`config.mk`:
```
export PLATFORM = sky130hd
export DESIGN_NAME = sy_ppl_pc_gen
export DESIGN_NICKNAME = d
export VERILOG_FILES = /design/src/rtl/sy_ppl_pc_gen.sv
export SDC_FILE = /design/constraint.sdc
export NUM_CORES = 1
export LEC_CHECK = 0
export ABC_AREA = 1
export BUFFER_PORTS_ARGS = -buffer_cell sky130_fd_sc_hd__clkbuf_2
export CORE_AREA = 2 2 153 155
export DETAILED_ROUTE_END_ITERATION = 10
export DIE_AREA = 0 0 155 157
export PLACE_DENSITY = 0.75
export SETUP_SLACK_MARGIN = 0.15
export SLEW_MARGIN = 20
export SYNTH_ARGS = -nofsm -noshare
export SYNTH_HDL_FRONTEND = slang
export SYNTH_SLANG_ARGS = --single-unit
```
`constraint.sdc`:
```
create_clock -name clk_i -period 4.5 [get_ports clk_i]
set_clock_uncertainty 0.2 [all_clocks]
set_input_delay 0.45 -clock clk_i [delete_from_list [all_inputs] [get_ports clk_i]]
set_output_delay 0.45 -clock clk_i [all_outputs]
set_load 0.02 [all_outputs]
```
`src/rtl/sy_ppl_pc_gen.sv`:
```
// Frontend F0/F1: fetch-address generation with zero-bubble BTB redirect.
// Backend redirects take priority over BTB hits, and BTB hits take priority over the sequential PC.
module sy_ppl_pc_gen #(
    parameter int unsigned AWTH        = 64,
    parameter logic [63:0] RESET_VEC   = 64'h0000_0000_8000_0000,
    parameter int unsigned FETCH_BYTES = 4
) (
    input  logic            clk_i,
    input  logic            rst_i,
    input  logic            fetch_en_i,
    input  logic            redirect_vld_i,
    input  logic [AWTH-1:0] redirect_pc_i,
    output logic            fetch_req_vld_o,
    input  logic            fetch_req_rdy_i,
    output logic [AWTH-1:0] fetch_addr_o,
    output logic [AWTH-1:0] btb_vaddr_o,
    input  logic            btb_pred_vld_i,
    input  logic [AWTH-1:0] btb_pred_target_i,
    output logic            pred_vld_o,
    output logic [AWTH-1:0] pred_pc_o,
    output logic            pred_taken_o,
    output logic [AWTH-1:0] pred_target_o
);

    localparam logic [AWTH-1:0] L_RST_VEC  = RESET_VEC[AWTH-1:0];
    localparam logic [AWTH-1:0] L_FB       = AWTH'(FETCH_BYTES);
    localparam logic [AWTH-1:0] L_BLK_MASK = ~(L_FB - AWTH'(1));

    logic [AWTH-1:0] r_pc;
    logic            r_f1_vld;
    logic [AWTH-1:0] r_f1_pc;

    logic            w_f1_hit;
    logic            w_taken;
    logic            w_accept;
    logic [AWTH-1:0] w_eff_raw;
    logic [AWTH-1:0] w_eff;
    logic [AWTH-1:0] w_next_seq;

    // Every output is gated by rst_i, so reset is visible in the same cycle it is asserted.
    assign w_f1_hit  = rst_i & r_f1_vld & btb_pred_vld_i;
    assign w_taken   = w_f1_hit & ~redirect_vld_i;

    assign w_eff_raw = !rst_i         ? L_RST_VEC         :
                       redirect_vld_i ? redirect_pc_i     :
                       w_f1_hit       ? btb_pred_target_i :
                                        r_pc;
    assign w_eff      = w_eff_raw & ~AWTH'(1);
    assign w_next_seq = (w_eff & L_BLK_MASK) + L_FB;

    assign fetch_req_vld_o = rst_i & fetch_en_i;
    assign w_accept        = fetch_req_vld_o & fetch_req_rdy_i;

    assign fetch_addr_o  = w_eff;
    assign btb_vaddr_o   = w_eff;
    assign pred_vld_o    = rst_i & r_f1_vld & ~redirect_vld_i;
    assign pred_pc_o     = rst_i ? r_f1_pc : L_RST_VEC;
    assign pred_taken_o  = w_taken;
    assign pred_target_o = w_taken ? btb_pred_target_i : '0;

    // NOTE: sequential state uses non-blocking assignments so every register samples pre-edge values.
    always_ff @(posedge clk_i) begin
        if (!rst_i) begin
            r_pc     <= L_RST_VEC;
            r_f1_vld <= 1'b0;
            r_f1_pc  <= L_RST_VEC;
        end else if (w_accept) begin
            r_pc     <= w_next_seq;
            r_f1_vld <= 1'b1;
            r_f1_pc  <= w_eff;
        end else begin
            // Holding eff keeps a consumed hit or redirect alive across stalls.
            r_pc     <= w_eff;
            r_f1_vld <= 1'b0;
        end
    end

endmodule

```
### Yosys cells after proc, flatten, opt, wreduce, memory -nomap -nowiden

Index checks and enable logic that the tools add are counted.

| word-level totals | value |
|---|---|
| register bits | 128 |
| output and inout port bits | 259 |
| word-level logic and storage cells | 20 |

| operators by class | value |
|---|---|
| add/subtract/negate cells | 1 |
| muxes and demuxes | 7 |
| bitwise logic cells | 7 |
| reductions and logical operators | 1 |

Operator list:

| kind | count |
|---|---|
| 64-bit two-way mux | 6 |
| 64-bit by 3-bit adder with 64-bit output (second input constant) | 1 |
| 1-bit AND | 6 |
| 2-bit AND reduction | 1 |
| 1-bit two-way mux | 1 |
| 1-bit NOT | 1 |

### Logic depth before layout (Yosys ltp)

| depth | value |
|---|---|
| word-level depth | 7 |
| mapped depth | 21 |
| gate-level depth less buffers | 19 |

### Least setup slack after synthesis

Ideal clock, no wire load.

| timing | value |
|---|---|
| kind | input -> register |
| start point | input port rst_i |
| end point | register r_pc[56] |
| arrival time | 3.036 ns |
| data required time | 4.236 ns |
| setup slack | 1.200 ns |
| cell stages on the path | 18 |
| buffers on the path | 3 |
| cell sequence | buf_4 -> buf_2 -> clkinv_1 -> clkbuf_1 -> nor2_1 -> ha_1 -> inv_1 -> nor2_1 -> nand2_1 -> nor2_2 -> nand2_1 -> nor2_2 -> nand2_2 -> nor2_4 -> nand3_1 -> nand2_1 -> inv_1 -> nor2_1 |

| on the way | value |
|---|---|
| cells in the longest elaborated chain, start to end | 7 |

Ends and longest elaborated chain:

| item | RTL line | source |
|---|---|---|
| start: declaration | 9 | `input logic rst_i,` |
| 1-bit AND (2 in series) | 41 | `assign w_f1_hit = rst_i & r_f1_vld & btb_pred_vld_i;` |
| 64-bit two-way mux | 46 | `w_f1_hit ? btb_pred_target_i :` |
| 64-bit two-way mux | 45 | `redirect_vld_i ? redirect_pc_i :` |
| 64-bit two-way mux (*) | 44 | `assign w_eff_raw = !rst_i ? L_RST_VEC :` |
| net btb_vaddr_o[3] | 16 | `output logic [AWTH-1:0] btb_vaddr_o,` |
| 64-bit by 3-bit adder with 64-bit output (*) | 49 | `assign w_next_seq = (w_eff & L_BLK_MASK) + L_FB;` |
| 64-bit two-way mux (*) | 67 | `end else if (w_accept) begin` |
| end signal: assignment | 68 | `r_pc <= w_next_seq;` |
| end signal: assignment | 73 | `r_pc <= w_eff;` |
| end: declaration | 29 | `logic [AWTH-1:0] r_pc;` |

Mark *: on every way through the listed nets, which the timed path passes. The rest lies on a longest branch.
A chain may end at the register's enable or synchronous reset.

### Worst setup path in the final report

| timing | value |
|---|---|
| start point | register r_f1_vld |
| end point | register r_pc[56] |

| on the way | value |
|---|---|
| cells in the longest elaborated chain, start to end | 7 |

Ends and longest elaborated chain:

| item | RTL line | source |
|---|---|---|
| start: declaration | 30 | `logic r_f1_vld;` |
| start signal: assignment | 65 | `r_f1_vld <= 1'b0;` |
| start signal: assignment | 69 | `r_f1_vld <= 1'b1;` |
| start signal: assignment | 74 | `r_f1_vld <= 1'b0;` |
| 1-bit AND (*) (2 in series) | 41 |  |
| 64-bit two-way mux (*) | 46 |  |
| 64-bit two-way mux (*) | 45 |  |
| 64-bit two-way mux (*) | 44 |  |
| 64-bit by 3-bit adder with 64-bit output | 49 |  |
| 64-bit two-way mux (*) | 67 |  |

Every way passes the cells marked *; elsewhere a longest branch is shown, timed or not.

==> metrics.cfg <==
[logic_synthesis]
synth_area_um2=10200
synth_seq_area_share_pct=24.9
synth_area_per_cell_um2=5.73
yosys_warnings=0
netlist.area_leader.share_pct=24.9
synth_top_area_cell=dfxtp_1
postSynthCellCount=1785
ys.flop_type=dfxtp_1
ys_ff_latch=127
synth.distinct_cells=42
synthTopCellsByArea=dfxtp_1 25%, nand2_1 20%, inv_1 9.6%
synthArstFlopShare_pct=0
synth_edf_count=0

[floorplanning]
io_pins=393
die_h_um=157
core_area_um2=22500
fp.dieW_um=155
start_util_pct=45.4
rows=55
die_area_um2=24300

[critical_path]
crit_chain=nand3_4 -> nor2_8 -> nand2_1 -> nand3_1 -> nand2_1 -> inv_1 -> ha_1 -> inv_1 -> nor2_1 -> nand2_1 -> nor2_2 -> nand2_1 -> nor2_2 -> nand2_2 -> nor2_4 -> nand3_1 -> nand2_1 -> inv_1 -> nor2_1
end_kind=flop
cp.required_ns=4.66
worstPathArrival_ns=3.78
cp_max_fo=33
path_class=reg2reg
start_kind=flop
worst_path_largest_cell_delay_ns=0.39
cp_slowest_cell=nand3_4
crit_path_frequent_cell=nand2_1

[pwr]
ir_drop_v=0.000206
switchingPower_w=0.00110
p_int_w=0.00229
swShare_pct=32.4
p_seq_share_pct=35.6
p_comb_share_pct=21.3
p_clk_share_pct=43.1
p_per_area_nw_per_um2=275
p_leak_nw=7.12

[cells_and_area]
num_antenna_cells=0
drive_above_1_share_pct=27.4
final_nets=2209
n_fill_cell=2395
post-route-util_pct=54.9
synthToLayoutAreaGrowth_pct=20.8
instances_no_fill=2371

[timing]
rsz0062_at_grt=false
tightest_slew_ns=0.796
finalCriticalPeriod_ns=3.62
slew-limit-headroom_pct=46.9
max_freq_mhz=276
period_share_pct=80.5
fin_tns_setup_ns=0
hold_violations=0
finalMaxSlewViolations=0
setup_viol=0

[drt]
postRouteAntennaNets=0
wire_per_inst_um=16.6
drc=0
drtIter0Drc=869
via_per_inst=5.00
drt_pre_antenna_iters=5
routed_wl_um=39400
via_count=11900

[global_route]
grt_pass1_vias=10700
grt_overflow_total=0
grt_max_degree=112
antenna_found_initial=1
grt_pass1_wl_um=60000
track_usage_pct=32.0

[outcome]
status=completed

[flow_run]
maxCapViolations=0

[clock_tree]
cts.htree.levels=4
hold_buffers=0
cts_tree=built
insertion_delay_ns=0.43
numCtsBuffers=17
clk_pin_slew_ns=0.07
clock-sinks=127
postCtsSetupBuffers=0
cts.path.max_buffers=2
root_buffer=clkbuf_16
post_cts_resized=0

[placement]
dp_cells=2340
dp_hpwl_um=31100
io_buffers=388
gp_congestion=0.962

[min_path]
hold_path_class=in2reg

==> path summary, 6_finish.rpt <==
path,startpoint,end,slack (ns),cells after the start
worst max-delay path,r_f1_vld,r_pc[56],0.88,19
worst max register to register,r_f1_vld,r_pc[56],0.88,19
worst min register to register,r_f1_pc[55],r_f1_pc[55],0.26,2
worst min-delay path,redirect_pc_i[1],r_f1_pc[1],0.18,5
==> registers in the layout, summed over array words and instances (netlist names) <==
| register | flops |
|---|---|
| r_f1_pc | 63 |
| r_f1_vld | 1 |
| r_pc | 63 |
==> cell type report <==
type                    count  area [um2]  share of cell area, %
multi-input cells        1236        5670                   45.9
clock buffers              19         443                   3.59
well taps                 285         357                   2.89
clock inverters            12         161                   1.31
inverters                 288        1080                   8.76
repair buffers            404        2100                   17.0
flip-flops and latches    127        2540                   20.6
==> per-layer routing <==
| metal | vias up | share of wire [%] | track usage [%] | routed length, um |
|---|---|---|---|---|
| met5 | - | 0 | 0 | 0 |
| met4 | 0 | 1.7 | 8.20 | 679 |
| met3 | 39 | 6.2 | 3.50 | 2450 |
| met2 | 489 | 45 | 53.0 | 17900 |
| met1 | 5381 | 47 | 44.7 | 18400 |
| li1 | 5950 | - | - | - |
==> kinds of logic after synthesis <==
logic type / Yosys count / synth area share (%)
DFF: 127 / 24.9
adders and majority gates: 1 / 0.122
other: 1 / 0.0367
and+or+nand+nor: 1093 / 47.4
AOI/OAI and AO/OA: 137 / 7.68
buffers and inverters: 424 / 19.8
xor gates and xnor gates: 2 / 0.171
==> cells in the mapped netlist, types with 22 or more instances <==
master	n
dfxtp_1	127
a21boi_1	27
buf_4	76
nor2_1	259
o21ai_0	66
nand2_1	550
nand4_1	28
a21oi_1	31
inv_2	22
nand3_1	118
clkbuf_1	24
nor2_2	33
nand2_2	36
inv_1	261
==> power groups by stage <==
stage | combinational [W] | clock [W] | sequential (W)
floorplan | 0.000517 | 0 | 0.00123
global placement | 0.000714 | 0 | 0.00123
finish | 0.000723 | 0.00146 | 0.00121
detailed placement | 0.000718 | 0 | 0.00123
global route | 0.000794 | 0.00151 | 0.00121
CTS | 0.000720 | 0.00147 | 0.00121
==> cell usage in the layout, fill, tap and decap left out, types with 4 or more instances in the layout <==
cell,n
or2_2,8
a21boi_1,27
nor2_1,259
nand3_1,118
inv_1,261
inv_2,21
o21ai_0,66
nor2_4,10
clkbuf_2,386
clkinv_1,5
o21ai_1,4
buf_4,15
clkbuf_16,17
nor3_1,15
nand2_1,550
nand3_2,20
dfxtp_1,127
a21oi_1,31
nor2_2,33
nand2_2,36
nand4_1,28
==> metrics by stage <==
step / hold slack (ns) / setup slack, ns / power (W) / cell area [um2]
after floorplan: 0.238 / 1.20 / 0.00174 / 10200
after global placement: 0.248 / 0.638 / 0.00194 / 11700
after detailed placement: 0.253 / 0.579 / 0.00195 / 11700
after CTS: 0.182 / 0.904 / 0.00340 / 12400
after global routing: 0.233 / 0.478 / 0.00352 / 12400
final: 0.181 / 0.878 / 0.00339 / 12400
==> worst max-delay path, delay by kind of cell (launching register included) <==
kind / cells / cell delay, ns
and+or+nand+nor: 15 / 2.44
adders and majority gates: 1 / 0.24
DFF: 1 / 0.37
buffers and inverters: 3 / 0.28
(Power assumes the default switching activity.)
